--- src/rtl/mem_port_arbiter.sv ---
// One-access-per-cycle arbiter between fetch (I) and load/store (D) on a single-port memory.
// Define ARB_FAIRNESS_EN to bound fetch starvation with a wait counter.
module mem_port_arbiter #(
    parameter int AW       = 16,
    parameter int DW       = 16,
    parameter int MAX_WAIT = 4
) (
    input  logic          clk,
    input  logic          rst,
    input  logic          i_req,
    input  logic [AW-1:0] i_addr,
    output logic          i_gnt,
    output logic          i_rvalid,
    output logic [DW-1:0] i_rdata,
    input  logic          d_req,
    input  logic          d_we,
    input  logic [AW-1:0] d_addr,
    input  logic [DW-1:0] d_wdata,
    output logic          d_gnt,
    output logic          d_rvalid,
    output logic [DW-1:0] d_rdata,
    output logic [AW-1:0] mem_addr,
    output logic [DW-1:0] mem_wdata,
    output logic          mem_we,
    input  logic [DW-1:0] mem_rdata
);

    typedef enum logic [1:0] {
        IDLE,
        I_RESP,
        D_RESP
    } state_t;

    state_t state_q;
    state_t state_d;
    logic   force_i;

`ifdef ARB_FAIRNESS_EN
    localparam int CW = $clog2(MAX_WAIT) + 1;

    logic [CW-1:0] wait_q;

    assign force_i = i_req && (wait_q >= CW'(MAX_WAIT));

    always_ff @(posedge clk or posedge rst) begin
        if (rst) begin
            wait_q <= '0;
        end else if (!i_req || i_gnt) begin
            wait_q <= '0;
        end else begin
            wait_q <= wait_q + 1'b1;
        end
    end
`else
    localparam int unused_max_wait = MAX_WAIT;

    assign force_i = 1'b0;
`endif

    // Grants and memory drive are forced idle while reset is held
    always_comb begin
        i_gnt     = 1'b0;
        d_gnt     = 1'b0;
        mem_addr  = '0;
        mem_wdata = '0;
        mem_we    = 1'b0;
        state_d   = IDLE;
        if (!rst) begin
            if (d_req && !force_i) begin
                d_gnt = 1'b1;
            end else if (i_req) begin
                i_gnt = 1'b1;
            end
            mem_wdata = d_wdata;
            mem_we    = d_gnt & d_we;
            if (d_gnt) begin
                mem_addr = d_addr;
                state_d  = D_RESP;
            end else if (i_gnt) begin
                mem_addr = i_addr;
                state_d  = I_RESP;
            end
        end
    end

    always_ff @(posedge clk or posedge rst) begin
        if (rst) begin
            state_q <= IDLE;
            i_rdata <= '0;
            d_rdata <= '0;
        end else begin
            state_q <= state_d;
            if (i_gnt) begin
                i_rdata <= mem_rdata;
            end
            if (d_gnt) begin
                d_rdata <= d_we ? '0 : mem_rdata;
            end
        end
    end

    assign i_rvalid = (state_q == I_RESP);
    assign d_rvalid = (state_q == D_RESP);

endmodule

--- config.mk ---
export PLATFORM = sky130hd
export DESIGN_NAME = mem_port_arbiter
export DESIGN_NICKNAME = d
export VERILOG_FILES = /design/src/rtl/mem_port_arbiter.sv
export SDC_FILE = /design/constraint.sdc
export NUM_CORES = 1
export LEC_CHECK = 0
export ABC_CLOCK_PERIOD_IN_PS = 1800
export BUFFER_PORTS_ARGS = -buffer_cell sky130_fd_sc_hd__buf_2
export CAP_MARGIN = 20
export CORE_UTILIZATION = 40
export DETAILED_ROUTE_END_ITERATION = 12
export MAX_ROUTING_LAYER = met4
export PLACE_DENSITY_LB_ADDON = 0.2
export SLEW_MARGIN = 20
export SYNTH_ARGS = -nofsm -noshare
export SYNTH_HDL_FRONTEND = slang
export SYNTH_SLANG_ARGS = --single-unit
--- constraint.sdc ---
create_clock -name clk -period 1.8 [get_ports clk]
set_input_delay 0.36 -clock clk [delete_from_list [all_inputs] [get_ports clk]]
set_output_delay 0.36 -clock clk [all_outputs]
set_load 0.01 [all_outputs]
==> results of run 1 <==
## worst min path at each step
stage          slack, ns                    from                       to  cells after the start
6_report            0.32           mem_rdata[11]  i_rdata[11]$_DFFE_PP0P_                      2
5_1_grt             0.31            mem_rdata[3]   i_rdata[3]$_DFFE_PP0P_                      2
4_1_cts             0.31           mem_rdata[11]  i_rdata[11]$_DFFE_PP0P_                      2
3_5_place_dp        0.49  i_rdata[4]$_DFFE_PP0P_   i_rdata[4]$_DFFE_PP0P_                      1
3_3_place_gp        0.48  d_rdata[1]$_DFFE_PP0P_   d_rdata[1]$_DFFE_PP0P_                      1
2_1_floorplan       0.51            mem_rdata[0]   i_rdata[0]$_DFFE_PP0P_                      1
## cells in the final DEF, fill, tap and decap left out
cell type / synthesis / layout
sky130_fd_sc_hd__buf_2: 0 / 137
sky130_fd_sc_hd__dfrtp_1: 34 / 34
sky130_fd_sc_hd__nor2b_2: 0 / 1
sky130_fd_sc_hd__nand2_1: 16 / 16
sky130_fd_sc_hd__and2_1: 1 / 1
sky130_fd_sc_hd__mux2_4: 9 / 9
sky130_fd_sc_hd__a21oi_1: 16 / 16
sky130_fd_sc_hd__nand3b_1: 16 / 16
sky130_fd_sc_hd__clkbuf_1: 8 / 2
sky130_fd_sc_hd__mux2_2: 23 / 23
sky130_fd_sc_hd__nor3b_4: 1 / 1
sky130_fd_sc_hd__inv_1: 1 / 1
sky130_fd_sc_hd__buf_12: 1 / 1
sky130_fd_sc_hd__bufinv_16: 0 / 1
sky130_fd_sc_hd__clkbuf_8: 0 / 5
sky130_fd_sc_hd__buf_4: 2 / 11
sky130_fd_sc_hd__nor2b_1: 35 / 34
## logic make-up after synthesis
group                  after synthesis
multiplexers                        32
flip-flops                          34
AO/OA/AOI/OAI                       16
AND/OR/NAND/NOR                     69
buffers and inverters               14
## power breakdown
| part | switching, mW | internal [mW] | total [mW] |
|---|---|---|---|
| clock network | 0.256 | 0.414 | 0.670 |
| registers | 0.0562 | 0.879 | 0.935 |
| logic | 0.270 | 0.325 | 0.595 |
## stage by stage
step	utilization	power (mW)
2_1_floorplan	-	1.27
3_3_place_gp	0.595	1.54
3_5_place_dp	0.595	1.55
4_1_cts	0.619	2.23
5_1_grt	0.619	2.33
6_report	0.619	2.20
## metal layers
layer | up-vias | wire length (um) | share of wire | GRT usage
li1 | 835 | - | - | -
met1 | 802 | 1810 | 0.40 | 0.223
met2 | 91 | 2330 | 0.51 | 0.323
met3 | 4 | 364 | 0.080 | 0.0509
met4 | 0 | 50 | 0.011 | 0.0711
met5 | - | 0 | 0 | -
## critical path, cell delays in order
cell                       delay, ns
sky130_fd_sc_hd__buf_2          0.14
sky130_fd_sc_hd__buf_4          0.19
sky130_fd_sc_hd__nand3b_1       0.16
sky130_fd_sc_hd__a21oi_1        0.15
sky130_fd_sc_hd__buf_2          0.15
## sequential cells by signal, indices dropped and copies added (netlist names)
register,cells
d_rdata,16
i_rdata,16
state_q,2
## layout make-up
type,count,area share
multi-input cells,117,0.332
flip-flops and latches,34,0.313
repair buffers,149,0.290
clock buffers,7,0.0281
well taps,52,0.0240
clock inverters,1,0.0111
inverters,1,0.00138
==> results.txt, run 1 <==
* Result of the run: completed
* TritonCTS clock tree: done
- Worst hold slack: about 0.32 ns
- Part of the Yosys area used for sequential elements: 0.462
- For this run, design rule violations remaining after detail routing come to 0.
- DP Area: between 2000 and 3000 um2
- Maximum clock frequency: 662 MHz
- After legalization and detailed placement, the total HPWL measured 3.52 mm.
- Clock transition time at the flip-flop clock pins of the worst setup and hold paths: about 0.07 ns
- Ratio of routed vias to standard cells: 4.80
- In the synthesized netlist the dominant register cell turns out to be sky130_fd_sc_hd__dfrtp_1.
- Synthesis inferred 34 register bits.
- Detailed router's first-iteration violation count: 33
* Average wire per standard cell: 12.6 um
* Number of cells in the finished layout apart from fillers: 361
- Die Wd: 69.8 um
* Proportion of synthesized flip-flops having asynchronous set or reset: 1.00
* Final #Nets: 377
- The number of gates resized after CTS was 0.
* Area of the mapped netlist: 1840 um2
- Cell row count: 24
* Most numerous cell types in the synthesized netlist: sky130_fd_sc_hd__nor2b_1, sky130_fd_sc_hd__dfrtp_1, sky130_fd_sc_hd__mux2_2
* Wire length of the first global-routing pass: 7.31 mm
- Measured against the total synthesized area, the mux share comes to 0.214.
- After synthesis, the largest family of logic cells by area is simple AND/OR/NAND/NOR gates.
* Fill cell instance count of the final layout: roughly 380
- Max-cap violations in this run came to 0.
- Number of levels in the clock H-tree: 2
* Worst setup slack after layout: 0.291 ns
- Die area: 4880 um2
- Adding up every negative setup slack in the final design gives 0 ns.
- IR Drop Worst-Case VDD: 391 uV
* Total via count in the routed design: about 1700
* Number of sinks on the clock net: 34
- The final count of hold timing violations came to 0.
- The share of synthesized area in the top cell type comes to 0.462.
* Path type of the worst min-delay path: input pin to register
- Post-Synth Simple-Gate Area: 0.230
- The sequential cells in the finished layout cover a total of ~850 um2.
* Gate Count Post-Synth: 165
* Ratio of total power to cell area: 810 nW/um2
* Mean cell area of the mapped netlist: 11.2 um2
* Unique cell type count in the Yosys netlist: 14
- Once placement completed, the tool counted placed cells totaling about 350.
- Worst Setup EP: mem_addr[2]
- Worst reg2reg path endpoint: i_rdata[0]$_DFFE_PP0P_
- In this run, synthesis inferred 0 flip-flops with an integrated enable.
- GR Overflow Total: 0
- Cell type with the largest total area after synthesis: sky130_fd_sc_hd__dfrtp_1
* Fraction of the mapped netlist area in compound gates: 0.0435
- Reported leakage power: 1.47 nW
* Final critical delay including setup and external delays: around 1.5 ns
* Largest cells by area after synthesis: sky130_fd_sc_hd__dfrtp_1, sky130_fd_sc_hd__mux2_2, sky130_fd_sc_hd__nor2b_1
* Net count after synthesis: about 230
* Peak fanout along the critical path: 17
* Starting density of the core: 0.420
- The multi-input combinational cells in the finished layout cover a total of between 900 and 1000 um2.
- The tree is rooted in a sky130_fd_sc_hd__clkbuf_8.
* Layout area overhead: 47.5%
- Fraction of layout instances using a drive strength above 1: 0.612
* Adder-cell share of the synthesized area: 0
- Pin slew with the least headroom to its limit: 0.420 ns
- Clock skew on the completed layout was measured at 0 ns.
- At the worst endpoint, the arrival time is 1.15 ns.
* Reg-to-Reg Start: i_rdata[0]$_DFFE_PP0P_
* Count of buffers inserted at the top-level ports: roughly 140
* Critical Setup Path Class: input pin to output port
- Of the total synthesized cell area, the portion taken by XOR and XNOR cells is 0.
* Buffer levels on the longest clock path: 2
* Die Span Y: 69.8 um
- The first TritonRoute pass finished after 4 iterations.
- Kind of end point of the critical path: output port
- GRT Resource Usage Total: 0.193
- Once the clock tree was built, the setup fixing pass inserted 0 buffers.
- Among all cell types in the netlist, the one instantiated most often is sky130_fd_sc_hd__nor2b_1.
* Post-cts hold buffer count: 0
- Total Routed Length: 4.56 mm
- Pin placement for this block handled 138 I/O pins.
- After floorplanning, the core was sized to cover about 4400 um2.
- Weighted congestion at the end of routability-driven global placement: 0.783
- STA classifies the critical path startpoint as an input pin.
- Once detail routing completed, the nets flagged for antenna violations numbered 0.
- At the placement stage, the worst setup path has a slack of 0.292 ns.
- The setup check on the worst reg-to-reg path leaves a slack of 1.02 ns.
- The max-slew violation count is 0.
- Of the available clock period, the critical path in the final layout requires 0.839.
- Insertion delay to the later sink of the worst-skew pair: 0.27 ns
- Yosys printed 0 warnings.
- Unrepaired setup endpoints after global routing: no
* Cell depth of the worst flop-to-flop path: 1
- STA puts the critical path data required time at 1.44 ns.
- Launch point of the worst path: d_req
* Clock buffers created by TritonCTS: 5
- 0 antenna diodes ended up in the layout.
* Number of antenna violations at the first check in global routing: 0
- Entering global routing, the biggest net connects 35 pins.
* Worst rel slew slack: 0.720
- Setup violations remaining at the end of the flow were counted as 0.
- Cell area after layout: 2720 um2
- The via count of the first global-routing pass was 1619.
Power figures use the tool's default switching activity.
==> run 2: changes to the inputs <==
ABC_CLOCK_PERIOD_IN_PS = 1600   (was 1800)
clock period = 1.6 ns   (was 1.8 ns; I/O delays follow)
==> run 2 against run 1 <==
Clock skew is the same; die area unchanged; critical path depth unchanged; total power increased by 13%; clock power rose by 12%; first-iteration DRC count up 21%; hold slack lost 0.049 ns; sequential power is 12% higher; global-route usage grew 0.90 points; combinational power increased by 14%; final cell count fell by 0.55%; register-to-register slack worse by 0.21 ns; critical path type unchanged; largest power group unchanged.
==> results.txt, run 2 (synthesized netlist as in run 1, its figures left out) <==
- In the layout the commonest cells are sky130_fd_sc_hd__buf_2, sky130_fd_sc_hd__nor2b_1, sky130_fd_sc_hd__dfrtp_1.
- The wire-length estimate of the detail-placed layout is 3.45 mm.
- For the final routed database, the setup TNS stands at 0 ns.
- The analysis attributes to cell leakage a power of 1.46 nW.
* Met1 Resource Use GR: 0.219
* Count of buffers inserted at the top-level ports: 137
- For this design, the CTS-stage hold fixing added 0 buffers.
* Startpoint type of the worst setup path: input pin
* Cell row count: 24
- Die Span Y: 69.8 um
* Clock buffers created by TritonCTS: 5
* Critical Setup Path Class: input pin to output port
- In the global route stage, overall resource usage came out at 0.202.
- The first detailed-routing pass took 2 iterations.
* Clock network power share: 0.303
- The cell that appears most often on the critical path is sky130_fd_sc_hd__buf_2.
* Die Wd: 69.8 um
- Max_cap viols: 0
* Peak-usage layer in the global routing report: met2
* GR met2 Demand/Resource: 0.365
* GR Overflow Total: 0
- Clock transition time at the flip-flop clock pins of the worst setup and hold paths: ~0.060 ns
* Largest net degree at the start of global routing: 30
- IR analysis of the VDD net gives a maximum drop of 439 uV.
- Leaving out fill and tap cells, the most frequent cell in the layout is sky130_fd_sc_hd__buf_2.
- The H-tree was split into 2 levels.
* Number of cells in the finished layout apart from fillers: around 360
- DRC violation count after routing: 0
- Insertion delay to the later sink of the worst-skew pair: 0.28 ns
- Number of sinks on the clock net: 34
- At the end of the flow, the number of nets in the layout was 375.
* Total Routed Length: 4.60 mm
- Maximum clock frequency: 685 MHz
* I/O pin count: 138
- Result of the run: completed
- Buffer levels on the longest clock path: 2
- Combinational cell fraction of total power: 0.273
* Ratio of routed vias to standard cells: roughly 4.7
- In the final layout, the share of cells above drive strength 1 is 0.609.
* Final critical delay including setup and external delays: 1.46 ns
- Walking the worst path, the cells encountered are buf_2 > nor2b_2 > buf_12 > and2_1 > buf_2.
* Ratio of total power to cell area: around 900 nW/um2
- The floorplan step defined a die boundary enclosing approximately 4900 um2.
- Wire length of the first global-routing pass: 7.65 mm
* Psw: 660 uW
- The via count of the first global-routing pass is 1659.
* Area of the core: 4380 um2
* Count of nets left with antenna violations after detail routing: 0
* Worst setup slack after layout: 0.141 ns
- The first routing iteration left 40 violations.
* Layout area overhead: 48.1%
- Of the total power, the share spent switching nets is 0.266.
- The repair_antennas step left the layout with diodes totalling 0.
- Final setup skew: 0 ns
* Clk Tree Root Cell: sky130_fd_sc_hd__clkbuf_8
* Worst rel slew slack: 0.814
- Registers with the highest flip-flop counts: d_rdata x16, i_rdata x16, state_q x2
- The max-slew violation count came to 0.
* Worst setup slack before clock tree synthesis: 0.137 ns
- Routability-driven placement finished with a final weighted congestion of 0.786.
- Of the total power, registers draw 0.424.
* Total via count in the routed design: 1696
- Grt met3 use: 0.0480
- For the pin with the worst max-slew slack, the measured transition is about 0.28 ns.
* Total power consumption of the routed design: roughly 2.5 mW
- Counting tap cells, the placed design contains a total of ~350 instances.
* Worst path arrival time: 1.14 ns
- In this design, the stage delay of the slowest critical-path cell is approximately 0.21 ns.
- Kind of end point of the critical path: output port
* Setup-violating endpoint count in the final report: 0
- The initial antenna violation count came to 0.
* Buffers inserted by post-CTS timing repair: 0
* Final core occ: 0.622
- Unrepaired setup endpoints after global routing: no
- STA puts the critical path data required time at 1.28 ns.
- CP max stage cell: sky130_fd_sc_hd__nor2b_2
* Period Utilization, post-route: 0.912
- Of all nets on the critical path, the largest fanout is 19.
* Internal power of the cells: 1.82 mW
- Starting density of the core: 0.420
- TritonCTS clock tree: done
* Average wire per standard cell: 12.8 um
- Final Hold Fails: 0
- Path type of the worst min-delay path: input pin to async pin
- Once the clock tree was built, the resizer swapped 0 gates to a different size.
## run 2: cell types whose count changed in the layout (fill, tap and decap cells not counted), sizes merged
cell	previous run	this run
buf	149	147
## run 2: final timing paths
path / from / endpoint / cells after the start / slack [ns]
hold / removal: rst / d_rdata[1]$_DFFE_PP0P_ / 4 / 0.27
min in group clk: mem_rdata[14] / i_rdata[14]$_DFFE_PP0P_ / 2 / 0.28
setup / recovery: d_req / mem_we / 5 / 0.14
max in group asynchronous: rst / d_rdata[10]$_DFFE_PP0P_ / 4 / 1.06
hold reg to reg: i_rdata[12]$_DFFE_PP0P_ / i_rdata[12]$_DFFE_PP0P_ / 1 / 0.50
setup reg to reg: i_rdata[0]$_DFFE_PP0P_ / i_rdata[0]$_DFFE_PP0P_ / 1 / 0.81
## run 2: area by class of cell
type                            count  area (um2)
Tap cell                           52        65.1
Clock buffer                        7        76.3
Multi-Input combinational cell    117         901
Timing Repair Buffer              147         798
Sequential cell                    34         851
Clock inverter                      1        30.0
Fill cell                         387        1660
Inverter                            1        3.75
## run 2: per-stage QoR
stage          hold slack, ns  area [um2]
2_1_floorplan           0.468        1840
3_3_place_gp            0.485        2620
3_5_place_dp            0.489        2620
4_1_cts                 0.273        2730
5_1_grt                 0.273        2730
6_report                0.275        2730
## run 2: metal layers
metal | wire [um] | vias to the layer above
met3 | 317 | 6
met4 | 40 | 0
met2 | 2360 | 79
li1 | - | 829
met1 | 1890 | 782
met5 | 0 | -
## run 2: critical path: cells and delay by family
family,cells,cell delay [ns]
buf+inv,3,0.46
simple gates,2,0.34
## run 2: power by group through the flow
| stage | Clock, mW | Sequential (mW) | Combinational, mW |
|---|---|---|---|
| 6_report | 0.752 | 1.05 | 0.677 |
| 5_1_grt | 0.821 | 1.07 | 0.736 |
| 4_1_cts | 0.778 | 1.05 | 0.688 |
| 3_5_place_dp | 0 | 1.07 | 0.684 |
| 3_3_place_gp | 0 | 1.06 | 0.673 |
| 2_1_floorplan | 0 | 1.13 | 0.302 |
